### src/rtl/stream_width_downconv.sv
// Width down-converter: splits each IN_WIDTH input word into RATIO OUT_WIDTH
// sub-words, LSB first, with zero-bubble hand-off between consecutive words.
module stream_width_downconv #(
    parameter int IN_WIDTH  = 32,
    parameter int OUT_WIDTH = 8
) (
    input  logic                 ap_clk,
    input  logic                 ap_rst_n,
    input  logic [IN_WIDTH-1:0]  in0_V_TDATA,
    input  logic                 in0_V_TVALID,
    output logic                 in0_V_TREADY,
    output logic [OUT_WIDTH-1:0] out_V_TDATA,
    output logic                 out_V_TVALID,
    input  logic                 out_V_TREADY,
    output logic                 busy
);
    localparam int RATIO = IN_WIDTH / OUT_WIDTH;
    localparam int IDX_W = (RATIO > 1) ? $clog2(RATIO) : 1;

    if ((IN_WIDTH % OUT_WIDTH) != 0 || RATIO < 2) begin : g_param_err
        $error("stream_width_downconv: IN_WIDTH must be a multiple (>=2x) of OUT_WIDTH");
    end

    typedef enum logic {EMPTY, SHIFT} state_t;

    state_t                            state;
    logic [RATIO-1:0][OUT_WIDTH-1:0]   hold;
    logic [IDX_W-1:0]                  idx;
    logic                              last;
    logic                              in_xfer;
    logic                              out_xfer;

    assign last         = (idx == IDX_W'(RATIO - 1));
    // Ready on the final sub-word lets the next word load in the same edge.
    assign in0_V_TREADY = (state == EMPTY) || (last && out_V_TREADY);
    assign out_V_TVALID = (state == SHIFT);
    assign busy         = (state == SHIFT);
    assign out_V_TDATA  = hold[idx];
    assign in_xfer      = in0_V_TVALID && in0_V_TREADY;
    assign out_xfer     = out_V_TVALID && out_V_TREADY;

    always_ff @(posedge ap_clk or negedge ap_rst_n) begin
        if (!ap_rst_n) begin
            state <= EMPTY;
            idx   <= '0;
            hold  <= '0;
        end else begin
            case (state)
                EMPTY: begin
                    if (in_xfer) begin
                        hold  <= in0_V_TDATA;
                        idx   <= '0;
                        state <= SHIFT;
                    end
                end
                SHIFT: begin
                    if (out_xfer) begin
                        if (!last) begin
                            idx <= idx + IDX_W'(1);
                        end else if (in_xfer) begin
                            hold <= in0_V_TDATA;
                            idx  <= '0;
                        end else begin
                            idx   <= '0;
                            state <= EMPTY;
                        end
                    end
                end
                default: begin
                    state <= EMPTY;
                    idx   <= '0;
                end
            endcase
        end
    end
endmodule

### config.mk
export PLATFORM = sky130hd
export DESIGN_NAME = stream_width_downconv
export DESIGN_NICKNAME = d
export VERILOG_FILES = /design/src/rtl/stream_width_downconv.sv
export SDC_FILE = /design/constraint.sdc
export NUM_CORES = 1
export LEC_CHECK = 0
export CAP_MARGIN = 10
export CELL_PAD_IN_SITES_DETAIL_PLACEMENT = 0
export CELL_PAD_IN_SITES_GLOBAL_PLACEMENT = 1
export CORE_MARGIN = 5
export CORE_UTILIZATION = 44
export CTS_BUF_LIST = sky130_fd_sc_hd__clkbuf_8
export CTS_CLUSTER_SIZE = 14
export DETAILED_ROUTE_END_ITERATION = 7
export PLACE_DENSITY_LB_ADDON = 0.1
export SYNTH_ARGS = -nofsm -noshare
export SYNTH_HDL_FRONTEND = slang
export SYNTH_SLANG_ARGS = --single-unit
### constraint.sdc
create_clock -name ap_clk -period 3.62 [get_ports ap_clk]
set_clock_uncertainty 0.1 [all_clocks]
set_input_delay 0.724 -clock ap_clk [delete_from_list [all_inputs] [get_ports ap_clk]]
set_output_delay 0.724 -clock ap_clk [all_outputs]
set_load 0.01 [all_outputs]
==> Word-level counts from Yosys, hierarchy flattened <==
Cells that the tools add are included.
{ "classes": {"n_addsub": 1, "n_lt_le_gt_ge": 1, "n_eq_ne": 4, "mux": 14, "bitwise": 1, "n_reduce_logical": 6} }
{ "ops": {"columns": ["op", "n"], "rows": [
  ["32-bit two-way mux", 3],
  ["32-bit case mux with 2 select lines", 1],
  ["8-bit binary-select mux with 2-bit select", 1],
  ["8-bit two-way mux", 1],
  ["2-bit two-way mux", 3],
  ["2-bit by 1-bit != test with 1-bit output, second input constant", 2],
  ["2-bit case mux with 2 select lines", 1],
  ["2-bit AND reduction", 2],
  ["1-bit logical AND", 3],
  ["2-bit by 3-bit < comparator with 1-bit output, second input constant", 1],
  ["1-bit two-way mux", 3],
  ["2-bit by 1-bit adder with 2-bit output, second input constant", 1],
  ["2-bit == test, second input constant", 1],
  ["2-bit != test, second input constant", 1],
  ["1-bit case mux with 2 select lines", 1],
  ["1-bit logical OR", 1],
  ["1-bit inverter", 1]
]} }
{ "totals": {"reg_bits": 35, "input_bits": 36, "output_inout_bits": 11, "wordCells": 33} }

==> Logic depth before layout (Yosys ltp) <==
{ "logic_depth": {"depth_word": 8, "mapped_depth": 5, "depth_no_buf": 3} }

==> Worst setup path after synthesis <==
Ideal clock, no wire load.
{ "synth_timing": {"path_type": "input to output", "start": "in out_V_TREADY", "end": "out in0_V_TREADY", "arrival_ns": 1.250, "required_ns": 2.796, "setup_slack_ns": 1.546, "stages": 3, "n_path_buf": 1, "cell_sequence": "a21boi_4 > buf_2 > inv_2"} }
{ "synth_between": {"elab_chain_len": 2} }
{ "synth_rtl": {"columns": ["element", "line", "rtl"], "rows": [
  ["from (decl)", "14", "input logic out_V_TREADY,"],
  ["1-bit logical AND", "35", "assign in0_V_TREADY = (state == EMPTY) || (last && out_V_TREADY);"],
  ["1-bit logical OR", "35", null],
  ["to (decl)", "11", "output logic in0_V_TREADY,"]
]} }
Every way passes these cells.

==> Final worst setup path <==
{ "layout_timing": {"start": "reg idx[0]", "end": "out out_V_TDATA[3]"} }
{ "layout_between": {"elab_chain_len": 2} }
{ "layout_rtl": {"columns": ["element", "line", "rtl"], "rows": [
  ["from (decl)", "28", "logic [IDX_W-1:0] idx;"],
  ["from (signal assigned)", "59", "idx <= idx + IDX_W'(1);"],
  ["8-bit binary-select mux with 2-bit select", "38", "assign out_V_TDATA = hold[idx];"],
  ["8-bit two-way mux (implied by the code)", "38", null],
  ["to (decl)", "12", "output logic [OUT_WIDTH-1:0] out_V_TDATA,"]
]} }
Every way passes these cells. The select of a mux whose other input is x is not followed.

==> run metrics <==
Initial Util 45.8%; r2r worst-path depth 3; Netlist cell types 19; fmax 0.339 GHz; Core ar. 0.00438 mm²; leak pwr 0.00111 µW; register area 876 µm²; Final period util 81.4%; Crit. End Element output pin; net switching power 639 µW; placed cell areas 0.00245 mm²; final setup violation count 0; Int Power 1350 µW; CP Launch Type flop; max cap viols 0; met1 WL 1.88 mm; Num Clock Sinks 35; Clock Tree Buf Depth 2; met2 WL 2.20 mm; EDFF count, synth 0; # Post-CTS Setup Buffers 0; Post-Syn Area per Cell 12.1 µm²; Reg clk slew, reported paths 0.07 ns; vias in the first global route 1560; total power 1990 µW; Yosys reg bits 35; endpoints failing hold 0; Post-CTS Hold Fix Bufs 0; arrival time at the worst endpoint 2.12 ns; Top FF cell, synth dfrtp_1; hold endpoint hold[20]; ANT nets after route 0; first-pass GRT wire length 7.54 mm; Min Clock Period, post-route 2.95 ns; Slew @ Worst Pin 0.930 ns; Die Wd 77.6 µm; Worst Hold Launch hold[20]; Gate Count Post-Synth 166; max layer used met4; Final Util 57.9%; ys async rst share 100%; Reg power frac 36.8%; fin. max-slew vios 0; TritonCTS clock tree yes; status complete, no violations; critical path class reg2out; # diodes 0; total track usage 15.4%; DR WL/cell 16.9 µm; Syn Nets 203; routability cong. 0.728; die area 0.00602 mm²; sequential share of the synthesized area 43.6%; Switching Share 32.1%; pin count of the biggest net entering global routing 36; non-filler instance count after layout 258; Ys Warns 0; DP Wirelength 2.97 mm; I/O pins 47; Root Buffer clkbuf_8; worst reg2reg setup slack 1.50 ns; DR vias/cell 5.43; Vias 1400; initial DRC count 53; First-pass DRT Iterations 4; DRC Markers 0; layout cells sized above 1 25.7%; PortBufs 46; met3 WL 246 µm; H-tree depth 2; CP max FO 11; RSZ-0062 raised after global routing false; Relative slew margins 38.0%; CP required 2.80 ns; dpl cells 251; Peak VDD IR 0.328 mV; PD cells 785 mW/mm²; worst hold path class reg2reg; combinational share of power 49.2%; area of the multi-input gates 897 µm²; r2r startpoint idx[0]; initial antenna violation count 0; Sum Neg Setup Slack 0 ns; insertion delay to the later sink of the worst-skew pair 0.28 ns; worst reg2reg endpoint hold[12]; # nets final 243; worst hold stages 2; Rows 24; fill count 365; largest area contributor in the netlist dfrtp_1; count leader, synth dfrtp_1; Num CTS Buffers 5; chip height 77.6 µm; total grt overflow 0; power share of the clock group 14.1%; fin area 0.00254 mm²; share of the synthesized area in the top cell type 43.6%; Resized cells post-CTS 0; area grow syn2layout 26.4%; routed wire length 4.36 mm; Commonest cells post-synth dfrtp_1, inv_1, nand2_1, o32ai_2, mux4_2; synth top area cells dfrtp_1, o32ai_2, mux4_2; Post-Syn Area 0.00201 mm²
power by group through the flow:
stage	logic [µW]	clock network (µW)	registers, µW
3_5_place_dp	993	0	746
2_1_floorplan	752	0	653
6_report	980	281	733
3_3_place_gp	974	0	735
4_1_cts	996	287	738
5_1_grt	1060	306	764
cells in the final DEF, fill, tap and decap left out, types with 2 or more instances in the layout:
master           Yosys  routed
a32o_1               2       2
o32ai_2             30      30
clkdlybuf4s50_1      0      46
inv_1               32      32
mux4_2               8       8
dfrtp_1             35      35
buf_4                1       4
nand2_1             32      32
clkbuf_8             0       6
o32ai_1              2       2
routing by layer:
layer	GRT usage, %	vias to the layer above
met5	0	-
met4	3.61	0
met3	3.70	7
met2	25.3	37
met1	20.6	693
li1	-	663
critical path, cell delays in order, from the launching register on:
cell	delay [ns]
dfrtp_1	0.75
mux4_2	0.59
clkdlybuf4s50_1	0.50
worst max-delay path by stage:
stage,cells after the start,startpoint,slack [ns],end
after floorplan,3,out_V_TREADY,1.55,in0_V_TREADY
after global placement,4,out_V_TREADY,0.83,in0_V_TREADY
after detailed placement,4,out_V_TREADY,0.79,in0_V_TREADY
after CTS,2,idx[0],0.62,out_V_TDATA[3]
after global routing,2,idx[0],0.56,out_V_TDATA[3]
final,2,idx[0],0.67,out_V_TDATA[3]
cell families (layout without fill, tap and decap cells):
| kind of cell | count (synthesis) | in the layout | share of synthesized area [%] |
|---|---|---|---|
| adders and majority gates | 1 | 1 | 0.623 |
| AOI/OAI and AO/OA | 35 | 35 | 27.1 |
| DFF | 35 | 35 | 43.6 |
| buffers and inverters | 50 | 90 | 11.8 |
| and+or+nand+nor | 36 | 36 | 7.41 |
| muxes | 9 | 9 | 9.46 |
area by class of cell:
cell class / count / area share, %
Clock buffer: 6 / 3.25
Inverter: 33 / 4.88
Tap cell: 52 / 2.56
Clock inverter: 1 / 0.197
Sequential cell: 35 / 34.5
Multi-Input combinational cell: 81 / 35.3
Timing Repair Buffer: 50 / 19.3
sequential cells by signal (all words and copies together), names as in the netlist:
name	flops
hold	32
busy	1
idx	2
stage by stage:
stage | setup WS, ns | hold slack [ns]
after detailed placement | 0.793 | 0.448
final | 0.674 | 0.457
after CTS | 0.621 | 0.458
after global routing | 0.561 | 0.485
after global placement | 0.828 | 0.434
after floorplan | 1.55 | 0.328
(Power assumes the default switching activity.)
